$ cat src/rtl/gold_shift_sequencer.sv
`default_nettype none
// ============================================================================
//  Module      : gold_shift_sequencer
//  Description : Multi-channel Gold-code shift sequencer. Once per frame
//                period it streams QUA+1 code-shift words per channel over a
//                valid/ready interface. Each channel has its own base offset,
//                words advance by STEP modulo N, and the block provides
//                continuous or single-shot framing, a transmit gating window
//                and sticky overrun detection.
//  Revision    : 1.0 - initial release
// ============================================================================
module gold_shift_sequencer #(
    parameter int N          = 63,
    parameter int LENGTH     = $clog2(N),
    parameter int QUA        = 10,
    parameter int CHANNELS   = 2,
    parameter int STEP       = 1,
    parameter int OFFSET     = 5,
    parameter int HOLD       = 4,
    parameter int NUM_CYCLES = 100000
) (
    input  logic                         clkin,
    input  logic                         rst,
    input  logic                         en_i,
    input  logic                         mode_i,
    input  logic                         start_i,
    input  logic                         tready_i,
    output logic                         tvalid_o,
    output logic [CHANNELS*LENGTH-1:0]   code_o,
    output logic                         last_o,
    output logic                         gating_o,
    output logic                         busy_o,
    output logic                         overrun_o
);

    localparam int c_KW = (QUA > 0) ? $clog2(QUA + 1) : 1;
    localparam int c_TW = (NUM_CYCLES > 1) ? $clog2(NUM_CYCLES) : 1;
    localparam int c_HW = (HOLD > 0) ? $clog2(HOLD + 1) : 1;
    localparam int c_AW = LENGTH + 1;

    localparam logic [c_KW-1:0] c_QUA       = c_KW'(QUA);
    localparam logic [c_TW-1:0] c_RELOAD    = c_TW'(NUM_CYCLES - 1);
    localparam logic [c_HW-1:0] c_HOLD_LAST = (HOLD > 0) ? c_HW'(HOLD - 1) : '0;
    localparam logic [c_AW-1:0] c_STEP      = c_AW'(STEP);
    localparam logic [c_AW-1:0] c_N         = c_AW'(N);

    typedef enum logic [1:0] {
        S_IDLE = 2'd0,
        S_RUN  = 2'd1,
        S_TAIL = 2'd2
    } state_t;

    state_t            r_state, w_state_nxt;
    logic [c_TW-1:0]   r_timer;
    logic              r_arm;
    logic [c_KW-1:0]   r_k, w_k_nxt;
    logic [c_HW-1:0]   r_cnt, w_cnt_nxt;
    logic              r_valid, w_valid_nxt;
    logic              r_busy, w_busy_nxt;
    logic              r_gating, w_gating_nxt;
    logic              r_last, w_last_nxt;
    logic              r_overrun, w_overrun_nxt;

    logic              w_tick;
    logic              w_accept;
    logic              w_hs;
    logic              w_load;
    logic              w_adv;

    assign w_tick   = en_i && (r_timer == '0);
    assign w_accept = w_tick && (!mode_i || r_arm);
    assign w_hs     = r_valid && tready_i;

    // Frame timer: held at zero while disabled, ticks on the first enabled
    // cycle and then once every NUM_CYCLES cycles.
    always_ff @(posedge clkin) begin
        if (rst) begin
            r_timer <= '0;
        end else if (!en_i) begin
            r_timer <= '0;
        end else if (r_timer == '0) begin
            r_timer <= c_RELOAD;
        end else begin
            r_timer <= r_timer - 1'b1;
        end
    end

    // Single-shot arm flag: a start request wins over consumption so a pulse
    // coinciding with an accepted tick is not lost.
    always_ff @(posedge clkin) begin
        if (rst) begin
            r_arm <= 1'b0;
        end else if (start_i) begin
            r_arm <= 1'b1;
        end else if (w_tick && mode_i && r_arm) begin
            r_arm <= 1'b0;
        end
    end

    // Sequencer state and registered stream outputs.
    always_ff @(posedge clkin) begin
        if (rst) begin
            r_state   <= S_IDLE;
            r_k       <= '0;
            r_cnt     <= '0;
            r_valid   <= 1'b0;
            r_busy    <= 1'b0;
            r_gating  <= 1'b0;
            r_last    <= 1'b0;
            r_overrun <= 1'b0;
        end else begin
            r_state   <= w_state_nxt;
            r_k       <= w_k_nxt;
            r_cnt     <= w_cnt_nxt;
            r_valid   <= w_valid_nxt;
            r_busy    <= w_busy_nxt;
            r_gating  <= w_gating_nxt;
            r_last    <= w_last_nxt;
            r_overrun <= w_overrun_nxt;
        end
    end

    // Next-state logic: frame start, word advance, tail countdown, overrun.
    always_comb begin
        w_state_nxt   = r_state;
        w_k_nxt       = r_k;
        w_cnt_nxt     = r_cnt;
        w_valid_nxt   = r_valid;
        w_busy_nxt    = r_busy;
        w_gating_nxt  = r_gating;
        w_overrun_nxt = r_overrun;
        w_load        = 1'b0;
        w_adv         = 1'b0;

        case (r_state)
            S_IDLE: begin
                if (w_accept) begin
                    w_state_nxt  = S_RUN;
                    w_load       = 1'b1;
                    w_k_nxt      = '0;
                    w_valid_nxt  = 1'b1;
                    w_busy_nxt   = 1'b1;
                    w_gating_nxt = 1'b1;
                end
            end
            S_RUN: begin
                if (w_hs && (r_k == c_QUA)) begin
                    if (w_accept) begin
                        // New frame lands exactly on the final handshake:
                        // back-to-back frames, not an overrun.
                        w_load  = 1'b1;
                        w_k_nxt = '0;
                    end else begin
                        w_valid_nxt = 1'b0;
                        w_busy_nxt  = 1'b0;
                        w_cnt_nxt   = '0;
                        if (HOLD == 0) begin
                            w_state_nxt  = S_IDLE;
                            w_gating_nxt = 1'b0;
                        end else begin
                            w_state_nxt = S_TAIL;
                        end
                    end
                end else if (w_accept) begin
                    // Period expired with words still pending: restart the
                    // sequence in place and flag it.
                    w_overrun_nxt = 1'b1;
                    w_load        = 1'b1;
                    w_k_nxt       = '0;
                end else if (w_hs) begin
                    w_adv   = 1'b1;
                    w_k_nxt = r_k + 1'b1;
                end
            end
            S_TAIL: begin
                if (w_accept) begin
                    w_state_nxt = S_RUN;
                    w_load      = 1'b1;
                    w_k_nxt     = '0;
                    w_valid_nxt = 1'b1;
                    w_busy_nxt  = 1'b1;
                end else if (r_cnt == c_HOLD_LAST) begin
                    w_state_nxt  = S_IDLE;
                    w_gating_nxt = 1'b0;
                end else begin
                    w_cnt_nxt = r_cnt + 1'b1;
                end
            end
            default: begin
                w_state_nxt = S_IDLE;
            end
        endcase

        w_last_nxt = w_valid_nxt && (w_k_nxt == c_QUA);
    end

    // Per-channel shift accumulators: base reload at frame start, modulo-N
    // step on every accepted word.
    for (genvar c = 0; c < CHANNELS; c++) begin : g_ch
        localparam logic [LENGTH-1:0] c_BASE = LENGTH'((c * OFFSET) % N);

        logic [LENGTH-1:0] r_acc;
        logic [c_AW-1:0]   w_sum;
        logic [LENGTH-1:0] w_wrap;

        assign w_sum  = {1'b0, r_acc} + c_STEP;
        assign w_wrap = (w_sum >= c_N) ? LENGTH'(w_sum - c_N) : LENGTH'(w_sum);

        // Accumulator register for this channel.
        always_ff @(posedge clkin) begin
            if (rst) begin
                r_acc <= '0;
            end else if (w_load) begin
                r_acc <= c_BASE;
            end else if (w_adv) begin
                r_acc <= w_wrap;
            end
        end

        assign code_o[c*LENGTH +: LENGTH] = r_acc;
    end

    assign tvalid_o  = r_valid;
    assign last_o    = r_last;
    assign gating_o  = r_gating;
    assign busy_o    = r_busy;
    assign overrun_o = r_overrun;

endmodule
`default_nettype wire

$ cat config.mk
export PLATFORM = sky130hd
export DESIGN_NAME = gold_shift_sequencer
export DESIGN_NICKNAME = d
export VERILOG_FILES = /design/src/rtl/gold_shift_sequencer.sv
export SDC_FILE = /design/constraint.sdc
export NUM_CORES = 1
export LEC_CHECK = 0
export BUFFER_PORTS_ARGS = -buffer_cell sky130_fd_sc_hd__buf_2
export CAP_MARGIN = 20
export CORE_MARGIN = 5
export CORE_UTILIZATION = 35
export CTS_CLUSTER_SIZE = 10
export DETAILED_ROUTE_END_ITERATION = 10
export GPL_TIMING_DRIVEN = 1
export PLACE_DENSITY_LB_ADDON = 0.15
export SLEW_MARGIN = 5
export SYNTH_ARGS = -nofsm -noshare
export SYNTH_HDL_FRONTEND = slang
export SYNTH_SLANG_ARGS = --single-unit
$ cat constraint.sdc
create_clock -name clkin -period 3.76 [get_ports clkin]
set_input_delay 0.376 -clock clkin [delete_from_list [all_inputs] [get_ports clkin]]
set_output_delay 0.376 -clock clkin [all_outputs]
set_load 0.05 [all_outputs]
==> impl_metrics.env, run 1 <==
export IMPL_die_width_um=94.5
export IMPL_slowest_delay_ns=0.52
export IMPL_period_minus_slack_ns=2.51
export IMPL_dpl_worst_slack_ns=1.29
export IMPL_hold_class="in -> reg"
export IMPL_path_delay_family="simple AND/OR/NAND/NOR gates"
export IMPL_endpoint_kind="flop"
export IMPL_routabilityCongestion=0.850
export IMPL_cts_tree="done"
export IMPL_outcome="finished, final reports clean"
export IMPL_critical_path_max_fanout=14
export IMPL_dp_hpwl_um=3960
export IMPL_die_area_um2=8930
export IMPL_syn_area_um2=2500
export IMPL_synthAdderAreaFrac_pct=5.01
export IMPL_multi_input_area_um2=1500
export IMPL_post_cts_buffers=0
export IMPL_rsz0062_at_grt="no"
export IMPL_critPathBufInv=1
export IMPL_clkTransAtPathRegs_ns=0.08
export IMPL_wire_per_inst_um=13.4
export IMPL_slew_viol_final=0
export IMPL_layout_drive_gt1_share_pct=13.6
export IMPL_setup_slack_ns=1.25
export IMPL_grt_pass1_wl_um=9320
export IMPL_ys_seq_area_share_pct=35.3
export IMPL_async_flop_share_pct=0
export IMPL_r2r_cells=8
export IMPL_grt_busiest_layer="met2"
export IMPL_synth_top_family_by_area="simple AND/OR/NAND/NOR gates"
export IMPL_via_count=2187
export IMPL_synth_simple_area_share_pct=27.1
export IMPL_synth_distinct_cells=58
export IMPL_crit_arrival_ns=2.72
export IMPL_dr_pass1_iters=4
export IMPL_num_rows=30
export IMPL_crit_required_ns=3.97
export IMPL_regArea_um2=881
export IMPL_fmax_mhz=398
export IMPL_peakVddDrop_mv=0.251
export IMPL_htree_levels=2
export IMPL_synth_compound_area_share_pct=20.9
export IMPL_start_util_pct=36.4
export IMPL_cp_depth=8
export IMPL_ys_ff_latch=44
export IMPL_clock_sinks=44
export IMPL_drcViolationCount=0
export IMPL_hold_path_depth=3
export IMPL_slowest_stage="or3b_1"
export IMPL_drt_vias_per_instance=5.30
export IMPL_grt_util_met2_pct=20.0
export IMPL_clock_latency_ns=0.29
export IMPL_cts_resized=0
export IMPL_path_cells="inv_1 > ha_1 > nor4b_2 > nand4_2 > or3b_1 > a32oi_1 > a21bo_1 > nor4_2"
export IMPL_synth_cells=304
export IMPL_synth_edf_count=0
export IMPL_tns_ns=0
export IMPL_io_pins=23
export IMPL_nFillCells=737
export IMPL_cts_hold_buf=0
export IMPL_ys_flop_type="dfxtp_1"
export IMPL_syn_num_nets=320
export IMPL_drtAntennaViolNets=0
export IMPL_synthToLayoutAreaGrowth_pct=9.97
export IMPL_dp_cells=406
export IMPL_grtUsageTotal_pct=12.9
export IMPL_cellLeakagePower_nw=0.987
export IMPL_cts_root_buf="clkbuf_8"
export IMPL_nets=333
export IMPL_maxCapViolations=0
export IMPL_crit_type="reg -> reg"
export IMPL_synth_xor_area_share_pct=5.61
export IMPL_slew_headroom_pct=46.6
export IMPL_cellPowerDensity_nw_per_um2=507
export IMPL_min_period_over_period_pct=66.7
export IMPL_first_global_vias=1929
export IMPL_met1_usage_pct=18.1
export IMPL_io_buffers=22
export IMPL_cts_buffers=5
export IMPL_clock_skew_ns=0.00420
export IMPL_final_cells=413
export IMPL_die_height_um=94.5
export IMPL_coreArea_um2=6870
export IMPL_setup_violations=0
export IMPL_syn_area_per_cell_um2=8.22
export IMPL_wl_um=5520
export IMPL_antenna_found_initial=0
export IMPL_gr_total_overflow=0
export IMPL_dr_first_iter_drc_count=47
export IMPL_clockBufferDepth=2
export IMPL_yosysWarnings=0
export IMPL_tightest_slew_ns=0.798
export IMPL_synthMuxAreaShare_pct=1.20
export IMPL_finalHoldViolCount=0
export IMPL_grt_use_met3_pct=2.87
export IMPL_antenna_diode_count=0
export IMPL_start_kind="flop"
export IMPL_grt_max_degree=20
## cells by family (layout without fill, tap and decap cells)
logic type / Yosys count / count (layout)
DFF: 44 / 44
and+or+nand+nor: 121 / 121
adders and majority gates: 10 / 10
buffers and inverters: 32 / 45
muxes: 3 / 3
xor gates and xnor gates: 16 / 16
AOI/OAI and AO/OA: 78 / 78
## registers in the layout (all words and copies together), names as in the netlist
| register | cells |
|---|---|
| r_timer | 17 |
| gating_o | 1 |
| r_k | 4 |
| last_o | 1 |
| g_ch.r_acc | 12 |
| r_arm | 1 |
| tvalid_o | 1 |
| r_cnt | 3 |
| r_state | 2 |
| busy_o | 1 |
| overrun_o | 1 |
## Yosys cell counts, drive strengths merged, types with 2 or more instances
cell	n	share of area (%)
a311oi	3	1.1
xor2	5	1.8
o41ai	3	1.1
a21bo	3	1.2
or3b	2	0.70
nand4	8	2.3
o211ai	2	0.60
clkbuf	14	2.1
a221oi	3	1.1
a41oi	2	0.70
nand3	10	2.0
dfxtp	44	35
nand2b	2	0.50
xnor2	11	3.9
nand2	22	3.3
buf	2	0.40
nor2b	4	1.0
nor3b	3	0.90
o31ai	3	0.90
inv	16	2.4
o31a	3	1.1
nand3b	5	1.5
a21oi	24	4.8
ha	10	5.0
and3	2	0.50
nor2	36	5.4
nor4	7	3.5
o21ai	12	2.4
nor3	7	1.4
a31oi	6	1.5
mux2i	3	1.2
a211o	2	0.70
a211oi	2	0.60
or2	5	1.3
## final timing paths
| path | startpoint | endpoint | slack, ns |
|---|---|---|---|
| min | start_i | r_arm | 0.31 |
| min reg2reg | r_arm | r_arm | 0.48 |
| max reg2reg | r_timer[0] | last_o | 1.25 |
| max | r_timer[0] | last_o | 1.25 |
## cell type report
class | count | share of cell area [%]
Multi-Input combinational cell | 228 | 54.4
Clock inverter | 2 | 0.455
Tap cell | 96 | 4.37
Timing Repair Buffer | 22 | 4.01
Sequential cell | 44 | 32.1
Clock buffer | 5 | 2.50
Inverter | 16 | 2.19
## where the power goes
| part | internal (mW) | switching (mW) |
|---|---|---|
| combinational | 0.198 | 0.285 |
| sequential | 0.530 | 0.0911 |
| clock | 0.126 | 0.164 |
| total | 0.854 | 0.540 |
## per-stage QoR
step,util [%],instance area [um^2],hold WS (ns),total power [mW]
global placement,38.8,2670,0.468,1.12
global route,40.0,2750,0.315,1.50
finish,40.0,2750,0.311,1.39
detailed placement,38.8,2670,0.466,1.12
floorplan,-,2500,0.447,1.02
CTS,40.0,2750,0.301,1.41
## metal layers
metal | wire length (um) | vias to the layer above
met3 | 229 | 4
met5 | 0 | -
met4 | 46 | 0
met2 | 2510 | 38
li1 | - | 1128
met1 | 2740 | 1017
## worst min-delay path, delay by kind of cell
kind	cells	cell delay [ns]
buffers and inverters	2	0.13
AO/OA/AOI/OAI	1	0.05
## layout by cell type (no fill, tap or decap), drive strengths merged, types with 3 or more instances in the layout
master,n
nor2,36
nand4,8
nand2,22
nor4,7
o21ai,12
nor3b,3
nor3,7
xnor2,11
inv,16
a311oi,3
a21oi,24
clkbuf,5
mux2i,3
or2,5
a31oi,6
o31a,3
xor2,5
dfxtp,44
nand3,10
a221oi,3
o31ai,3
o41ai,3
a21bo,3
nand3b,5
buf,22
nor2b,4
ha,10
Power figures use the tool's default switching activity.
==> inputs of run 2 (changes only) <==
Settings changed: ABC_AREA set to 1.
Clock period 3.76 ns to 2.1 ns, I/O delays scaled along.
==> run 2 against run 1 <==
  * Global-route usage increased by 0.061 points
  * Non-clock buffer count grew 1
  * Clock power grew 73%
  * Design area increased by 3.6%
  * Highest routed layer unchanged
==> impl_metrics.env, run 2 <==
export IMPL_timing_rr_end="g_ch[0].r_acc[3]"
export IMPL_cellPowerDensity_nw_per_um2=874
export IMPL_maxCapViolations=0
export IMPL_start_util_pct=35.5
export IMPL_peakVddDrop_mv=0.273
export IMPL_tightest_slew_ns=0.362
export IMPL_layout_common_cells="81 x nand2_1, 50 x inv_1, 46 x nor2_1"
export IMPL_dp_hpwl_um=4060
export IMPL_ys_flop_type="dfxtp_1"
export IMPL_synth_xor_area_share_pct=4.12
export IMPL_routabilityCongestion=0.760
export IMPL_outcome="finished, final reports clean"
export IMPL_die_area_um2=9090
export IMPL_synth_top_family_by_area="simple AND/OR/NAND/NOR gates"
export IMPL_multi_input_area_um2=1420
export IMPL_hold_class="in -> reg"
export IMPL_grt_use_met3_pct=2.45
export IMPL_fmax_mhz=571
export IMPL_syn_area_per_cell_um2=6.78
export IMPL_crit_arrival_ns=1.93
export IMPL_hold_path_depth=3
export IMPL_period_minus_slack_ns=1.75
export IMPL_endpoint_kind="flop"
export IMPL_async_flop_share_pct=0
export IMPL_die_height_um=95.4
export IMPL_nFillCells=790
export IMPL_synth_distinct_cells=35
export IMPL_first_global_vias=2179
export IMPL_wl_um=5380
export IMPL_start_kind="flop"
export IMPL_final_common_cell="nand2_1"
export IMPL_cts_tree="done"
export IMPL_layout_drive_gt1_share_pct=13.7
export IMPL_largest_register_ffs=17
export IMPL_rrSetupSlack_ns=0.35
export IMPL_r2r_cells=10
export IMPL_drtAntennaViolNets=0
export IMPL_grt_pass1_wl_um=9560
export IMPL_hold_path_endpoint="r_arm"
export IMPL_coreArea_um2=7180
export IMPL_synth_cells=376
export IMPL_synthTopCellsByArea="dfxtp_1 35%, nand2_1 12%, inv_1 7.4%"
export IMPL_antenna_diode_count=0
export IMPL_io_buffers=22
export IMPL_num_rows=31
export IMPL_synth_most_common_cell="nand2_1"
export IMPL_min_period_over_period_pct=83.4
export IMPL_syn_area_um2=2550
export IMPL_nets=418
export IMPL_via_count=2295
export IMPL_cts_hold_buf=0
export IMPL_grt_util_met2_pct=21.7
export IMPL_grtUsageTotal_pct=13.0
export IMPL_ys_ff_latch=44
export IMPL_rsz0062_at_grt="no"
export IMPL_largest_register="r_timer"
export IMPL_io_pins=23
export IMPL_gr_total_overflow=0
export IMPL_ys_seq_area_share_pct=34.5
export IMPL_synth_simple_area_share_pct=35.2
export IMPL_clock_skew_ns=0.00854
export IMPL_slew_viol_final=0
export IMPL_met1_usage_pct=17.2
export IMPL_slew_headroom_pct=75.8
export IMPL_synth_compound_area_share_pct=11.6
export IMPL_regArea_um2=883
export IMPL_cts_buffers=5
export IMPL_r2r_start="g_ch[0].r_acc[0]"
export IMPL_htree_levels=2
export IMPL_dr_pass1_iters=4
export IMPL_antenna_found_initial=0
export IMPL_crit_type="reg -> reg"
export IMPL_p_total_mw=2.49
export IMPL_critical_path_max_fanout=6
export IMPL_synth_top_area_share_pct=34.5
export IMPL_drt_vias_per_instance=4.58
export IMPL_clockBufferDepth=2
export IMPL_top_regs="r_timer x17, g_ch.r_acc x12, r_k x4"
export IMPL_clock_sinks=44
export IMPL_hold_path_startpoint="start_i"
export IMPL_cellLeakagePower_nw=1.34
export IMPL_tns_ns=0
export IMPL_cts_root_buf="clkbuf_8"
export IMPL_yosys_area_top_type="dfxtp_1"
export IMPL_drcViolationCount=0
export IMPL_synthAdderAreaFrac_pct=4.91
export IMPL_yosysWarnings=0
export IMPL_finalHoldViolCount=0
export IMPL_die_width_um=95.4
export IMPL_synthMuxAreaShare_pct=0
export IMPL_grt_max_degree=19
export IMPL_setup_violations=0
export IMPL_clkTransAtPathRegs_ns=0.08
export IMPL_wire_per_inst_um=10.7
export IMPL_crit_required_ns=2.28
export IMPL_post_route_util_pct=39.7
export IMPL_synthToLayoutAreaGrowth_pct=11.6
export IMPL_dr_first_iter_drc_count=112
export IMPL_clock_latency_ns=0.29
export IMPL_syn_num_nets=392
export IMPL_synth_edf_count=0
export IMPL_synthTopCellsByCount="81 x nand2_1, 50 x inv_1, 46 x nor2_1"
export IMPL_grt_busiest_layer="met2"
[run 2: changes by cell type after synthesis, moves of 7 or more]
cell      change
xnor2_1       -7
nor2_1       +10
nand3_1      +22
nor2_2        +7
clkbuf_1     -13
inv_1        +34
nand2_1      +59
o21ai_1      +10
[run 2: worst max path at each step]
stage / start / to / slack, ns / cells past startpoint
floorplan: g_ch[1].r_acc[0] / g_ch[1].r_acc[0] / 0.05 / 9
global placement: g_ch[1].r_acc[0] / g_ch[1].r_acc[0] / 0.29 / 8
detailed placement: g_ch[1].r_acc[0] / g_ch[1].r_acc[0] / 0.26 / 8
CTS: g_ch[1].r_acc[0] / g_ch[1].r_acc[0] / 0.25 / 8
global route: g_ch[1].r_acc[0] / g_ch[1].r_acc[0] / 0.05 / 11
finish: g_ch[0].r_acc[0] / g_ch[0].r_acc[3] / 0.35 / 10
[run 2: per-stage QoR]
stage	instances	hold slack (ns)	worst slack, ns	instance area, um^2
2_1_floorplan	376	0.344	0.0477	2550
3_3_place_gp	494	0.444	0.290	2770
3_5_place_dp	494	0.449	0.264	2770
4_1_cts	501	0.205	0.245	2840
5_1_grt	501	0.216	0.0472	2850
6_report	501	0.203	0.348	2850
[run 2: layout make-up]
type                            instances  share of cell area [%]
Clock buffer                            6                    2.55
Clock inverter                          1                   0.176
Inverter                               58                    7.74
Multi-Input combinational cell        270                    50.0
Sequential cell                        44                    31.0
Tap cell                               99                    4.35
Timing Repair Buffer                   23                    4.13
[run 2: report_power, final]
group          leakage [nW]  total [mW]  internal [mW]  switching, mW
combinational         0.945       0.953          0.314          0.639
clock                0.0410       0.502          0.227          0.275
sequential            0.358        1.03          0.936         0.0967
[run 2: layer usage]
layer	vias to the layer above	routed length [um]
met4	0	55
met5	-	0
met3	5	132
met2	18	2470
met1	1018	2720
li1	1254	-
[run 2: repair_timing]
| action | in CTS | in global routing |
|---|---|---|
| endpoints found under the setup margin | 0 | 2 |
| setup buffers | 0 | 0 |
| gates resized for setup | 0 | 2 |
[run 2: worst max-delay path, stage by stage, from the launching register on]
cell and delay [ns]:
dfxtp_1 0.43, inv_1 0.11, ha_1 0.34, nor2_1 0.11, nand2_1 0.08, a21oi_1 0.12, nand2_1 0.12, nand2_1 0.14
nand2_1 0.09, nand2_1 0.07, a21oi_1 0.05
[run 2: logic make-up (layout without fill, tap and decap cells)]
family          Yosys count  count (layout)
simple gates            193             193
buf+inv                  62              88
compound gates           55              55
flops                    44              44
xor+xnor                 12              12
fa+ha+maj                10              10
